**config.mk**
```make
export PLATFORM = sky130hd
export DESIGN_NAME = keypad_lock
export DESIGN_NICKNAME = d
export VERILOG_FILES = /design/src/rtl/keypad_lock.sv
export SDC_FILE = /design/constraint.sdc
export NUM_CORES = 1
export LEC_CHECK = 0
export ABC_AREA = 1
export CAP_MARGIN = 20
export CORE_ASPECT_RATIO = 0.5
export CORE_MARGIN = 3
export CORE_UTILIZATION = 59
export DETAILED_ROUTE_END_ITERATION = 7
export GPL_ROUTABILITY_DRIVEN = 1
export PLACE_DENSITY = 0.81
export SYNTH_ARGS = -nofsm -noshare
export SYNTH_HDL_FRONTEND = slang
export SYNTH_SLANG_ARGS = --single-unit
```
**constraint.sdc**
```tcl
create_clock -name clk -period 2.7 [get_ports clk]
set_clock_uncertainty 0.05 [all_clocks]
set_input_delay 0.675 -clock clk [delete_from_list [all_inputs] [get_ports clk]]
set_output_delay 0.675 -clock clk [all_outputs]
set_load 0.02 [all_outputs]
```
**src/rtl/keypad_lock.sv**
```systemverilog
// keypad_lock: BCD code-entry lock with retry counter, lockout and buzzer pulse.
// A one-hot keypad scan code is edge-detected so each physical press acts once.
module keypad_lock #(
  parameter int unsigned         DIGITS      = 3,
  parameter logic [DIGITS*4-1:0] CODE        = 12'h246,
  parameter int unsigned         MAX_TRIES   = 6,
  parameter int unsigned         BUZZ_CYCLES = 150000000
) (
  input  logic                         clk,
  input  logic                         rst,
  input  logic [15:0]                  onehot,
  output logic [DIGITS*4-1:0]          display,
  output logic [$clog2(DIGITS+1)-1:0]  count,
  output logic [3:0]                   tries,
  output logic                         pass,
  output logic                         locked,
  output logic                         buzzer
);

  localparam int unsigned DW = DIGITS * 4;
  localparam int unsigned CW = $clog2(DIGITS + 1);
  localparam int unsigned BW = $clog2(BUZZ_CYCLES + 1);

  localparam logic [1:0] S_ENTRY  = 2'd0;
  localparam logic [1:0] S_PASS   = 2'd1;
  localparam logic [1:0] S_LOCKED = 2'd2;

  localparam logic [3:0] K_ENTER  = 4'd10;
  localparam logic [3:0] K_CLEAR  = 4'd11;
  localparam logic [3:0] K_MASTER = 4'd12;
  localparam logic [3:0] K_NONE   = 4'd15;

  localparam logic [DW-1:0] DISP_BLANK = {DIGITS{4'hF}};
  localparam logic [DW-1:0] DISP_OPEN  = {DIGITS{4'hA}};
  localparam logic [DW-1:0] DISP_LOCK  = {DIGITS{4'h0}};

  logic [15:0]   r_prev;
  logic          r_armed;
  logic [1:0]    r_state;
  logic [DW-1:0] r_display;
  logic [CW-1:0] r_count;
  logic [3:0]    r_tries;
  logic          r_pass;
  logic          r_locked;
  logic          r_buzzer;
  logic [BW-1:0] r_buzz_cnt;

  logic [3:0]    w_key;
  logic          w_press;
  logic          w_is_digit;
  logic [DW-1:0] w_shift;
  logic [3:0]    w_tries_inc;
  logic [1:0]    w_state_nxt;
  logic [DW-1:0] w_display_nxt;
  logic [CW-1:0] w_count_nxt;
  logic [3:0]    w_tries_nxt;
  logic          w_fail;
  logic          w_master;

  // Keypad matrix bit to key value; anything not exactly one mapped bit is K_NONE.
  function automatic logic [3:0] decode_key(input logic [15:0] code);
    case (code)
      16'h0008: decode_key = 4'd0;
      16'h0080: decode_key = 4'd1;
      16'h0040: decode_key = 4'd2;
      16'h0020: decode_key = 4'd3;
      16'h0800: decode_key = 4'd4;
      16'h0400: decode_key = 4'd5;
      16'h0200: decode_key = 4'd6;
      16'h8000: decode_key = 4'd7;
      16'h4000: decode_key = 4'd8;
      16'h2000: decode_key = 4'd9;
      16'h0001: decode_key = K_ENTER;
      16'h1000: decode_key = K_CLEAR;
      16'h0100: decode_key = K_MASTER;
      default:  decode_key = K_NONE;
    endcase
  endfunction

  // r_armed stays low after reset until an idle keypad is seen, so a key
  // held through reset release cannot count as a fresh press.
  assign w_key       = decode_key(onehot);
  assign w_press     = r_armed && (r_prev == 16'h0000) && (w_key != K_NONE);
  assign w_is_digit  = (w_key <= 4'd9);
  assign w_shift     = DW'({r_display, 4'h0}) | DW'(w_key);
  assign w_tries_inc = r_tries + 4'd1;

  always_comb begin
    w_state_nxt   = r_state;
    w_display_nxt = r_display;
    w_count_nxt   = r_count;
    w_tries_nxt   = r_tries;
    w_fail        = 1'b0;
    w_master      = 1'b0;
    if (w_press) begin
      if (w_key == K_MASTER) begin
        w_state_nxt   = S_ENTRY;
        w_display_nxt = DISP_BLANK;
        w_count_nxt   = '0;
        w_tries_nxt   = 4'd0;
        w_master      = 1'b1;
      end else begin
        case (r_state)
          S_ENTRY: begin
            if (w_is_digit) begin
              if (r_count < CW'(DIGITS)) begin
                w_display_nxt = w_shift;
                w_count_nxt   = r_count + CW'(1);
              end
            end else if (w_key == K_ENTER) begin
              if (r_count == CW'(DIGITS)) begin
                w_count_nxt = '0;
                if (r_display == CODE) begin
                  w_state_nxt   = S_PASS;
                  w_display_nxt = DISP_OPEN;
                end else begin
                  w_tries_nxt   = w_tries_inc;
                  w_display_nxt = DISP_BLANK;
                  w_fail        = 1'b1;
                  if (w_tries_inc == 4'(MAX_TRIES)) begin
                    w_state_nxt   = S_LOCKED;
                    w_display_nxt = DISP_LOCK;
                  end
                end
              end
            end else if (w_key == K_CLEAR) begin
              w_display_nxt = DISP_BLANK;
              w_count_nxt   = '0;
            end
          end
          S_PASS: begin
            if (w_key == K_CLEAR) begin
              w_state_nxt   = S_ENTRY;
              w_display_nxt = DISP_BLANK;
              w_count_nxt   = '0;
            end
          end
          S_LOCKED: begin
            w_state_nxt = S_LOCKED;
          end
          default: begin
            w_state_nxt   = S_ENTRY;
            w_display_nxt = DISP_BLANK;
            w_count_nxt   = '0;
          end
        endcase
      end
    end
  end

  always_ff @(posedge clk or posedge rst) begin
    if (rst) begin
      r_prev    <= 16'h0000;
      r_armed   <= 1'b0;
      r_state   <= S_ENTRY;
      r_display <= DISP_BLANK;
      r_count   <= '0;
      r_tries   <= 4'd0;
      r_pass    <= 1'b0;
      r_locked  <= 1'b0;
    end else begin
      r_prev    <= onehot;
      r_armed   <= r_armed | (onehot == 16'h0000);
      r_state   <= w_state_nxt;
      r_display <= w_display_nxt;
      r_count   <= w_count_nxt;
      r_tries   <= w_tries_nxt;
      r_pass    <= (w_state_nxt == S_PASS);
      r_locked  <= (w_state_nxt == S_LOCKED);
    end
  end

  // Buzzer pulse: counter holds the cycles left after the current one; saturates at zero.
  always_ff @(posedge clk or posedge rst) begin
    if (rst) begin
      r_buzzer   <= 1'b0;
      r_buzz_cnt <= '0;
    end else if (w_master) begin
      r_buzzer   <= 1'b0;
      r_buzz_cnt <= '0;
    end else if (w_fail) begin
      r_buzzer   <= 1'b1;
      r_buzz_cnt <= BW'(BUZZ_CYCLES - 1);
    end else if (r_buzzer) begin
      if (r_buzz_cnt == '0) begin
        r_buzzer <= 1'b0;
      end else begin
        r_buzz_cnt <= r_buzz_cnt - BW'(1);
      end
    end
  end

  assign display = r_display;
  assign count   = r_count;
  assign tries   = r_tries;
  assign pass    = r_pass;
  assign locked  = r_locked;
  assign buzzer  = r_buzzer;

endmodule
```
==> reports/qor.yml, run 1 <==
outcome: "completed"
synth_largest_area_cell: "dfrtp_1"
slew_headroom: 0.628
hold_buffers: 0
first_global_vias: 4475
wl_microns: 12600
synth_area_sq_um: 4460
p_int_mw: 1.84
total_power_mw: 2.38
rsz0062_at_grt: "no"
grtUsageTotal: 0.285
wl_per_cell_microns: 15.0
cp-start-kind: "register"
ys_seq_area_frac: 0.385
postRouteAntennaNets: 0
io_buffers: 38
critical_path_class: "register to register"
dr.first_iter.drc_count: 365
layout-drive-gt1-share: 0.205
synth_top_cell_area_share: 0.314
ios: 39
finalSetupViolCount: 0
p_switching_uw: 542
synthCells: 632
power_density_nw_per_um2: 403
die_w_microns: 129
fmax_ghz: 0.403
path_clk_slew_ns: 0.06
seqPwrFrac: 0.436
fin_crit_ns: 2.48
dp_hpwl_microns: 8350
synthTopCellsByArea: "dfrtp_1 (31%), nand2_1 (14%), nand3_1 (8.5%), dfstp_2 (7.1%), nor2_1 (6.1%)"
setup-tns-final_ns: 0
finalCritPeriodShare: 0.918
required_ns: 2.88
tightest_slew_ns: 0.553
nets: 765
cts_buffer_depth: 2
cts-root-buf: "clkbuf_16"
syn_nets: 654
end_kind: "register"
drt-pass1-iter-count: 6
die_area_sq_um: 8700
area_delta_synth_final_pct: 32.4
drv_slew: 0
multiInputGateArea_sq_um: 2420
fill_cells: 424
htree_levels: 3
p_leak_nw: 3.13
fin_cells: 840
synthSimpleGateAreaFrac: 0.399
grt.overflow.total: 0
synth_top_family_by_area: "simple AND/OR/NAND/NOR gates"
cts_num_sinks: 68
cts_tree: "yes"
min_path_type: "register to register"
drc: 0
power_frac_clock: 0.509
ir_drop_mv: 0.248
diodes: 0
numCtsBuffers: 9
yosysUniqueCellTypes: 40
die_y_microns: 67.5
num_rows: 21
antenna_found_initial: 0
muxShareOfSynthArea: 0
synth-compound-area-share: 0.0901
synth_adder_area_share: 0.0112
regArea_sq_um: 1720
hold_viol: 0
syn_avg_cell_area_sq_um: 7.05
core_sq_um: 6990
grt_pass1_wl_microns: 19700
swShare: 0.228
dp.cells: 814
initial_core_util: 0.638
vias: 4735
grt_max_degree: 24
worstPathArrival_ns: 2.66
post-route-util: 0.845
ys_ff_latch: 68
yosys_warnings: 0
drv_cap: 0
gp_congestion: 0.938
path_max_fanout: 5
synth_xor_area_frac: 0.0334
vias_per_cell: 5.64
clock_latency_ns: 0.34
p_comb_frac: 0.055
[path summary, 6_finish.rpt]
kind | start | end | slack, ns | cells after the start
max in group asynchronous | rst | display[3] | 1.33 | 3
hold / removal | r_armed | r_armed | 0.45 | 1
setup / recovery | r_buzz_cnt[0] | r_buzz_cnt[20] | 0.22 | 15
setup reg to reg | r_buzz_cnt[0] | r_buzz_cnt[20] | 0.22 | 15
hold reg to reg | r_armed | r_armed | 0.45 | 1
min in group asynchronous | rst | r_buzz_cnt[12] | 0.62 | 2
[repair_timing]
action / CTS / global route
gates resized for setup: 0 / 31
setup buffers: 0 / 10
setup endpoints to repair: 0 / 45
[cells by family (layout without fill, tap and decap cells)]
group	count (synthesis)	count (layout)
adders and majority gates	4	4
DFF	68	68
and+or+nand+nor	387	387
xor gates and xnor gates	17	17
buffers and inverters	87	203
AOI/OAI and AO/OA	69	69
[critical path: stages, from the launching register on]
cell and delay, ns:
dfrtp_1 0.35, inv_1 0.13, ha_1 0.21, nand3_1 0.15, nor2_1 0.11, nand2_1 0.10
nor2_1 0.15, nand2_1 0.13, inv_1 0.13, nand2_1 0.08, nor3_1 0.42, nand2_1 0.10
nand2_1 0.08, nand3_1 0.07, nand2_1 0.06, o21ai_1 0.05
[state kept, by name, summed over array words and instances, names as in the netlist]
name        count
pass            1
locked          1
display        12
r_state         2
r_buzz_cnt     28
tries           4
r_prev         16
r_armed         1
buzzer          1
count           2
[power groups by stage]
stage               Sequential (mW)  Clock (mW)  Combinational (mW)
finish                         1.04        1.21               0.131
global route                   1.04        1.27               0.143
CTS                            1.04        1.22               0.122
detailed placement             1.05           0               0.121
global placement               1.05           0               0.118
floorplan                      1.05           0              0.0449
[through the flow]
step / hold slack, ns / setup slack, ns / area (sq um)
2_1_floorplan: 0.400 / 0.283 / 4460
3_3_place_gp: 0.428 / -0.211 / 5420
3_5_place_dp: 0.437 / -0.304 / 5420
5_1_grt: 0.480 / 0.0353 / 5900
6_report: 0.455 / 0.220 / 5900
4_1_cts: 0.452 / 0.00596 / 5730
[Yosys cell counts, drive strengths merged]
cell type,count
nor2,86
o31ai,2
clkinv,1
nand3,80
nand2,179
ha,4
nor3b,1
or2,2
xnor2,4
nand4,14
a211oi,1
nor3,11
a21o,1
o21a,1
inv,72
a21oi,5
o21ai,46
dfrtp,56
nor4,7
o211ai,2
a21boi,11
buf,10
dfstp,12
nand3b,7
clkbuf,4
xor2,13
[routing by layer]
metal | share of wire | global-route usage | vias up
li1 | - | - | 2280
met1 | 0.41 | 0.345 | 2222
met2 | 0.49 | 0.510 | 190
met3 | 0.061 | 0.0640 | 43
met4 | 0.031 | 0.0969 | 0
met5 | 0 | 0 | -
[layout make-up]
type                       count  share of cell area
multi-input combinational    477               0.411
timing repair buffer         114               0.180
sequential                    68               0.291
clock buffer                  10              0.0405
tap                           92              0.0195
inverter                      73              0.0468
clock inverter                 6              0.0121
[layout by cell type (no fill, tap or decap), types with 3 or more instances in the layout]
cell / n
nand2_1: 166
nand3_1: 76
buf_4: 69
nor2_1: 67
inv_1: 65
dfrtp_1: 56
o21ai_1: 31
clkdlybuf4s50_1: 22
dlymetal6s2s_1: 16
nand4_1: 14
o21ai_0: 14
nor2_2: 13
xor2_1: 13
dfstp_2: 12
nand2_2: 11
nor3_1: 10
a21boi_1: 9
clkbuf_16: 9
nor4_1: 7
nand3b_1: 7
inv_2: 6
nor2_4: 5
buf_12: 5
xnor2_1: 4
a21oi_1: 4
ha_1: 4
nand3_2: 3
Note: power is estimated with default switching activity, not from simulation.
==> run 2, diff against run 1 <==
--- a/config.mk
+++ b/config.mk
@@ -10,8 +10,9 @@
 export CORE_ASPECT_RATIO = 0.5
 export CORE_MARGIN = 3
-export CORE_UTILIZATION = 59
+export CORE_UTILIZATION = 60
 export DETAILED_ROUTE_END_ITERATION = 7
+export DONT_BUFFER_PORTS = 1
 export GPL_ROUTABILITY_DRIVEN = 1
-export PLACE_DENSITY = 0.81
+export PLACE_DENSITY = 0.76
 export SYNTH_ARGS = -nofsm -noshare
 export SYNTH_HDL_FRONTEND = slang
==> constraint.sdc (replaced) <==
create_clock -name clk -period 2.7 [get_ports clk]
set_clock_uncertainty 0.05 [all_clocks]
set_input_delay 0.54 -clock clk [delete_from_list [all_inputs] [get_ports clk]]
set_output_delay 0.54 -clock clk [all_outputs]
set_load 0.02 [all_outputs]
==> run 2 against run 1 <==
Global-route usage down 1.4 points; total power decreased by 0.40%; design area is 16% lower; critical path depth fell by 4; sequential share of layout area is 5.5 points higher; via count fell by 12%; first-iteration DRC count shrank 7.1%; clock power grew 6%; sequential power about the same; combinational power decreased by 56%; largest cell class unchanged.
==> reports/qor.yml, run 2 (synthesis gave the netlist of run 1 again) <==
numCtsBuffers: 9
cts_num_sinks: 68
power_frac_clock: 0.538
fmax_ghz: 0.409
swShare: 0.200
regMostFlops: "r_buzz_cnt"
grt_max_degree: 69
drc: 0
die_w_microns: 128
grt_pass1_wl_microns: 18300
clock_latency_ns: 0.33
power_density_nw_per_um2: 477
setup-tns-final_ns: 0
largest_reg_flops: 28
most-common-layout-cells: "nand2_1 (166), nand3_1 (76), nor2_1 (73), inv_1 (65), dfrtp_1 (56)"
cp-start-kind: "register"
fin_crit_ns: 2.44
total_power_mw: 2.37
regArea_sq_um: 1720
initial_core_util: 0.643
multiInputGateArea_sq_um: 2390
ff2ff_setup_slack_ns: 0.26
cp-startpoint: "display[6]"
timing.rr.end: "r_buzz_cnt[9]"
post-route-util: 0.716
worst_slack_ns: 0.255
rsz0062_at_grt: "no"
rr_worst_depth: 11
place_ws_ns: 0.0979
io_buffers: 0
postRouteAntennaNets: 0
vias: 4174
finalCritPeriodShare: 0.905
first_global_vias: 3978
p_int_mw: 1.90
cts_tree: "yes"
placement.cell_area_sq_um: 4640
cp_cell_sequence: "inv_1 > nor4_1 > nand3_1 > nand3_1 > nor2_8 > inv_4 > nand2_1 > nor2_4 > buf_4 > nand2_1 > o21ai_1"
area_delta_synth_final_pct: 11.5
endpoint: "r_buzz_cnt[9]"
dp_hpwl_microns: 7570
outcome: "completed"
p_leak_nw: 2.55
diodes: 0
nets: 671
die_area_sq_um: 8560
drv_cap: 0
drt-pass1-iter-count: 5
final_area_sq_um: 4970
final_common_cell: "nand2_1"
ios: 39
slowest_delay_ns: 0.61
wl_per_cell_microns: 14.1
r2r-start: "display[6]"
cts-root-buf: "clkbuf_16"
finalSetupViolCount: 0
grtUsageTotal: 0.270
critical_path_class: "register to register"
slew_headroom: 0.434
path_clk_slew_ns: 0.05
antenna_found_initial: 0
fill_cells: 568
drv_slew: 0
path_max_fanout: 19
die_y_microns: 67.0
end_kind: "register"
cp_slowest_cell: "dfstp_2"
tightest_slew_ns: 0.850
layout-drive-gt1-share: 0.135
p_switching_uw: 474
worstPathArrival_ns: 2.66
min_path_type: "input pin to register"
num_rows: 21
seqPwrFrac: 0.437
gp_congestion: 0.883
htree_levels: 3
hold_viol: 0
core_sq_um: 6940
p_comb_frac: 0.024
required_ns: 2.91
dr.first_iter.drc_count: 339
vias_per_cell: 5.60
grt.overflow.total: 0
cts_buffer_depth: 2
wl_microns: 10500
ir_drop_mv: 0.316
run 2: worst min path at each step:
stage | start | cells after the start | slack, ns | end
5_1_grt | onehot[9] | 0 | 0.16 | r_prev[9]
3_5_place_dp | r_armed | 1 | 0.43 | r_armed
3_3_place_gp | r_armed | 1 | 0.44 | r_armed
6_report | onehot[1] | 0 | 0.18 | r_prev[1]
4_1_cts | onehot[7] | 0 | 0.17 | r_prev[7]
2_1_floorplan | r_armed | 1 | 0.40 | r_armed
run 2: critical path, delay by kind of cell (launching register included):
kind | cells | cell delay, ns
DFF | 1 | 0.61
buffers and inverters | 3 | 0.50
and+or+nand+nor | 7 | 1.14
AOI/OAI and AO/OA | 1 | 0.07
run 2: timing repair:
item                                    4_1_cts  5_1_grt
endpoints found under the setup margin        0        1
hold endpoints to repair                      0        0
gates resized for setup                       0        1
hold buffers                                  0        0
setup buffers                                 0        0
run 2: through the flow:
| stage | hold WS (ns) | cells |
|---|---|---|
| floorplan | 0.400 | 632 |
| global placement | 0.438 | 730 |
| detailed placement | 0.429 | 730 |
| CTS | 0.167 | 745 |
| global route | 0.164 | 745 |
| finish | 0.180 | 745 |
run 2: area by class of cell:
class / count / share of cell area
multi-input combinational: 477 / 0.480
sequential: 68 / 0.345
inverter: 73 / 0.0556
clock buffer: 11 / 0.0509
timing repair buffer: 20 / 0.0302
tap: 92 / 0.0232
clock inverter: 4 / 0.0146
run 2: power groups by stage:
stage                     clock network, mW  registers [mW]  logic [mW]
final                                  1.28            1.04      0.0571
after global routing                   1.34            1.04      0.0670
after CTS                              1.31            1.04      0.0587
after detailed placement                  0            1.05      0.0586
after global placement                    0            1.05      0.0575
after floorplan                           0            1.05      0.0449
run 2: per-layer routing:
layer | vias to the layer above | wire length, microns | global-route usage
met5 | - | 0 | 0
li1 | 2093 | - | -
met3 | 12 | 656 | 0.0697
met2 | 134 | 5080 | 0.456
met1 | 1935 | 4670 | 0.342
met4 | 0 | 134 | 0.0886
==> run 3, diff against run 2 <==
ABC_AREA = unset   (was 1)
==> run 3 against run 2 <==
The flow now finishes with violations (negative setup slack); worst hold slack got worse by 0.019 ns; total power up 2.6%; via count decreased by 13%; maximum frequency shrank 12%; global-route usage is 2.5 points higher.
==> reports/qor.yml, run 3 <==
largest_reg_flops: 28
ios: 39
path_max_fanout: 6
cp-start-kind: "register"
yosysUniqueCellTypes: 70
synth_area_sq_um: 3980
hold_viol: 0
drt-pass1-iter-count: 5
core_sq_um: 6230
synthTopCellsByArea: "dfrtp_1 (35%), dfstp_2 (7.9%), xnor2_1 (4.4%), a21oi_1 (4.3%), nor2_1 (4.2%)"
tightest_slew_ns: 0.747
slowest_delay_ns: 0.54
power_density_nw_per_um2: 488
min_path_type: "input pin to asynchronous set/reset pin"
first_global_vias: 3735
drc: 0
worstPathArrival_ns: 2.95
p_switching_uw: 553
critical_path_class: "register to register"
initial_core_util: 0.638
layout-drive-gt1-share: 0.318
synth_top_flop_cell: "dfrtp_1"
grtUsageTotal: 0.295
synth_common_cells: "dfrtp_1 (56), nor2_1 (44), a21oi_1 (34), o21ai_0 (24), xnor2_1 (20)"
power_frac_clock: 0.464
cp_cell_sequence: "or4_4 > or4b_4 > o41ai_4 > buf_4 > or3_4 > or4_4 > xor2_1 > nor2_1"
cts_buffer_depth: 2
antenna_found_initial: 0
postRouteAntennaNets: 0
slew_headroom: 0.501
fmax_ghz: 0.360
cts-root-buf: "clkbuf_16"
grt_pass1_wl_microns: 17800
p_comb_frac: 0.083
die_w_microns: 121
swShare: 0.227
syn_avg_cell_area_sq_um: 9.63
clock_latency_ns: 0.34
cts_tree: "yes"
required_ns: 2.87
dp_hpwl_microns: 7360
p_leak_nw: 1.81
end_kind: "register"
synth_largest_area_cell: "dfrtp_1"
ys_ff_latch: 68
outcome: "finished, violations left"
dr.first_iter.drc_count: 293
synth_top_cell_area_share: 0.352
num_rows: 20
setup-tns-final_ns: -0.350
violations: "negative setup slack"
rsz0062_at_grt: "yes"
nets: 493
worst_slack_ns: -0.0760
path_clk_slew_ns: 0.06
vias: 3651
synth_edf_count: 0
die_area_sq_um: 7700
drv_slew: 0
grt.overflow.total: 0
wl_microns: 11100
fin_crit_ns: 2.78
ys_seq_area_frac: 0.432
fill_cells: 388
gp_congestion: 0.889
path_delay_family: "simple AND/OR/NAND/NOR gates"
diodes: 0
hold_buffers: 0
vias_per_cell: 6.48
syn_nets: 435
final_common_cell: "buf_4"
ir_drop_mv: 0.375
die_y_microns: 63.6
grt_max_degree: 36
finalCritPeriodShare: 1.03
htree_levels: 3
most-common-layout-cells: "buf_4 (61), dfrtp_1 (56), nor2_1 (41), a21oi_1 (29), o21ai_0 (20)"
yosys_warnings: 0
area_delta_synth_final_pct: 25.3
numCtsBuffers: 9
drv_cap: 0
finalSetupViolCount: 17
regMostFlops: "r_buzz_cnt"
cts_num_sinks: 68
io_buffers: 0
cp_slowest_cell: "or4_4"
synthArstFlopShare: 1.00
place_ws_ns: -0.466
path_buf_inv: 1
p_int_mw: 1.88
critPathMostFrequentCell: "or4_4"
seqPwrFrac: 0.453
wl_per_cell_microns: 19.6
synthCells: 413
synthMostInstantiatedCell: "dfrtp_1"
==> run 3: cell types whose count changed after synthesis, moves of 29 or more <==
cell     delta
a21oi_1    +30
inv_1      -55
nor2_1     -29
nand2_1   -149
nand3_1    -60
o21ai_1    -30
==> run 3: per-layer routing <==
metal  vias up  wire length [microns]  track usage
li1       1651                      -            -
met1      1815                   4560        0.345
met2       157                   5590        0.507
met3        28                    667       0.0924
met4         0                    238        0.119
met5         -                      0            0
==> run 3: metrics by stage <==
| stage | instances | utilization | cell area (sq um) | hold WS (ns) | power (mW) |
|---|---|---|---|---|---|
| floorplan | 413 | - | 4010 | 0.383 | 1.22 |
| global placement | 542 | 0.714 | 4450 | 0.401 | 1.27 |
| detailed placement | 542 | 0.714 | 4450 | 0.399 | 1.28 |
| CTS | 561 | 0.776 | 4840 | 0.167 | 2.42 |
| global route | 563 | 0.800 | 4980 | 0.165 | 2.52 |
| finish | 563 | 0.800 | 4980 | 0.161 | 2.43 |
==> run 3: worst paths after layout <==
path	startpoint	end	slack [ns]	cells after the start
max	r_buzz_cnt[4]	r_buzz_cnt[9]	-0.08	8
min	rst	r_buzz_cnt[21]	0.16	1
max reg2reg	r_buzz_cnt[4]	r_buzz_cnt[9]	-0.08	8
min reg2reg	r_armed	r_armed	0.41	1
max in group asynchronous	rst	display[1]	1.74	2
min in group clk	onehot[1]	r_prev[1]	0.18	0
==> run 3: logic make-up after synthesis <==
kind of cell | synth area share
AO/OA/AOI/OAI | 0.201
flip-flops | 0.432
XOR/XNOR | 0.0771
multiplexers | 0.00252
buffers and inverters | 0.0500
AND/OR/NAND/NOR | 0.225
adder cells (fa/ha/maj) | 0.0126
==> run 3: final cells by class <==
class / instances / area, sq um / area share
multi-input combinational: 312 / 2280 / 0.457
sequential: 68 / 1720 / 0.344
tap: 88 / 110 / 0.0221
clock inverter: 5 / 53.8 / 0.0108
clock buffer: 10 / 229 / 0.0459
timing repair buffer: 69 / 557 / 0.112
inverter: 11 / 41.3 / 0.00828
==> run 3: repair_timing <==
action	CTS	global route
pin swaps	3	24
resized for setup	16	30
endpoints found under the setup margin	41	32
buffers inserted	4	3
==> run 3: power by group through the flow <==
stage,Clock (mW),Sequential (mW),Combinational [mW]
after global placement,0,1.10,0.165
after detailed placement,0,1.11,0.175
after floorplan,0,1.11,0.114
after CTS,1.15,1.10,0.180
final,1.13,1.10,0.202
after global routing,1.20,1.10,0.217
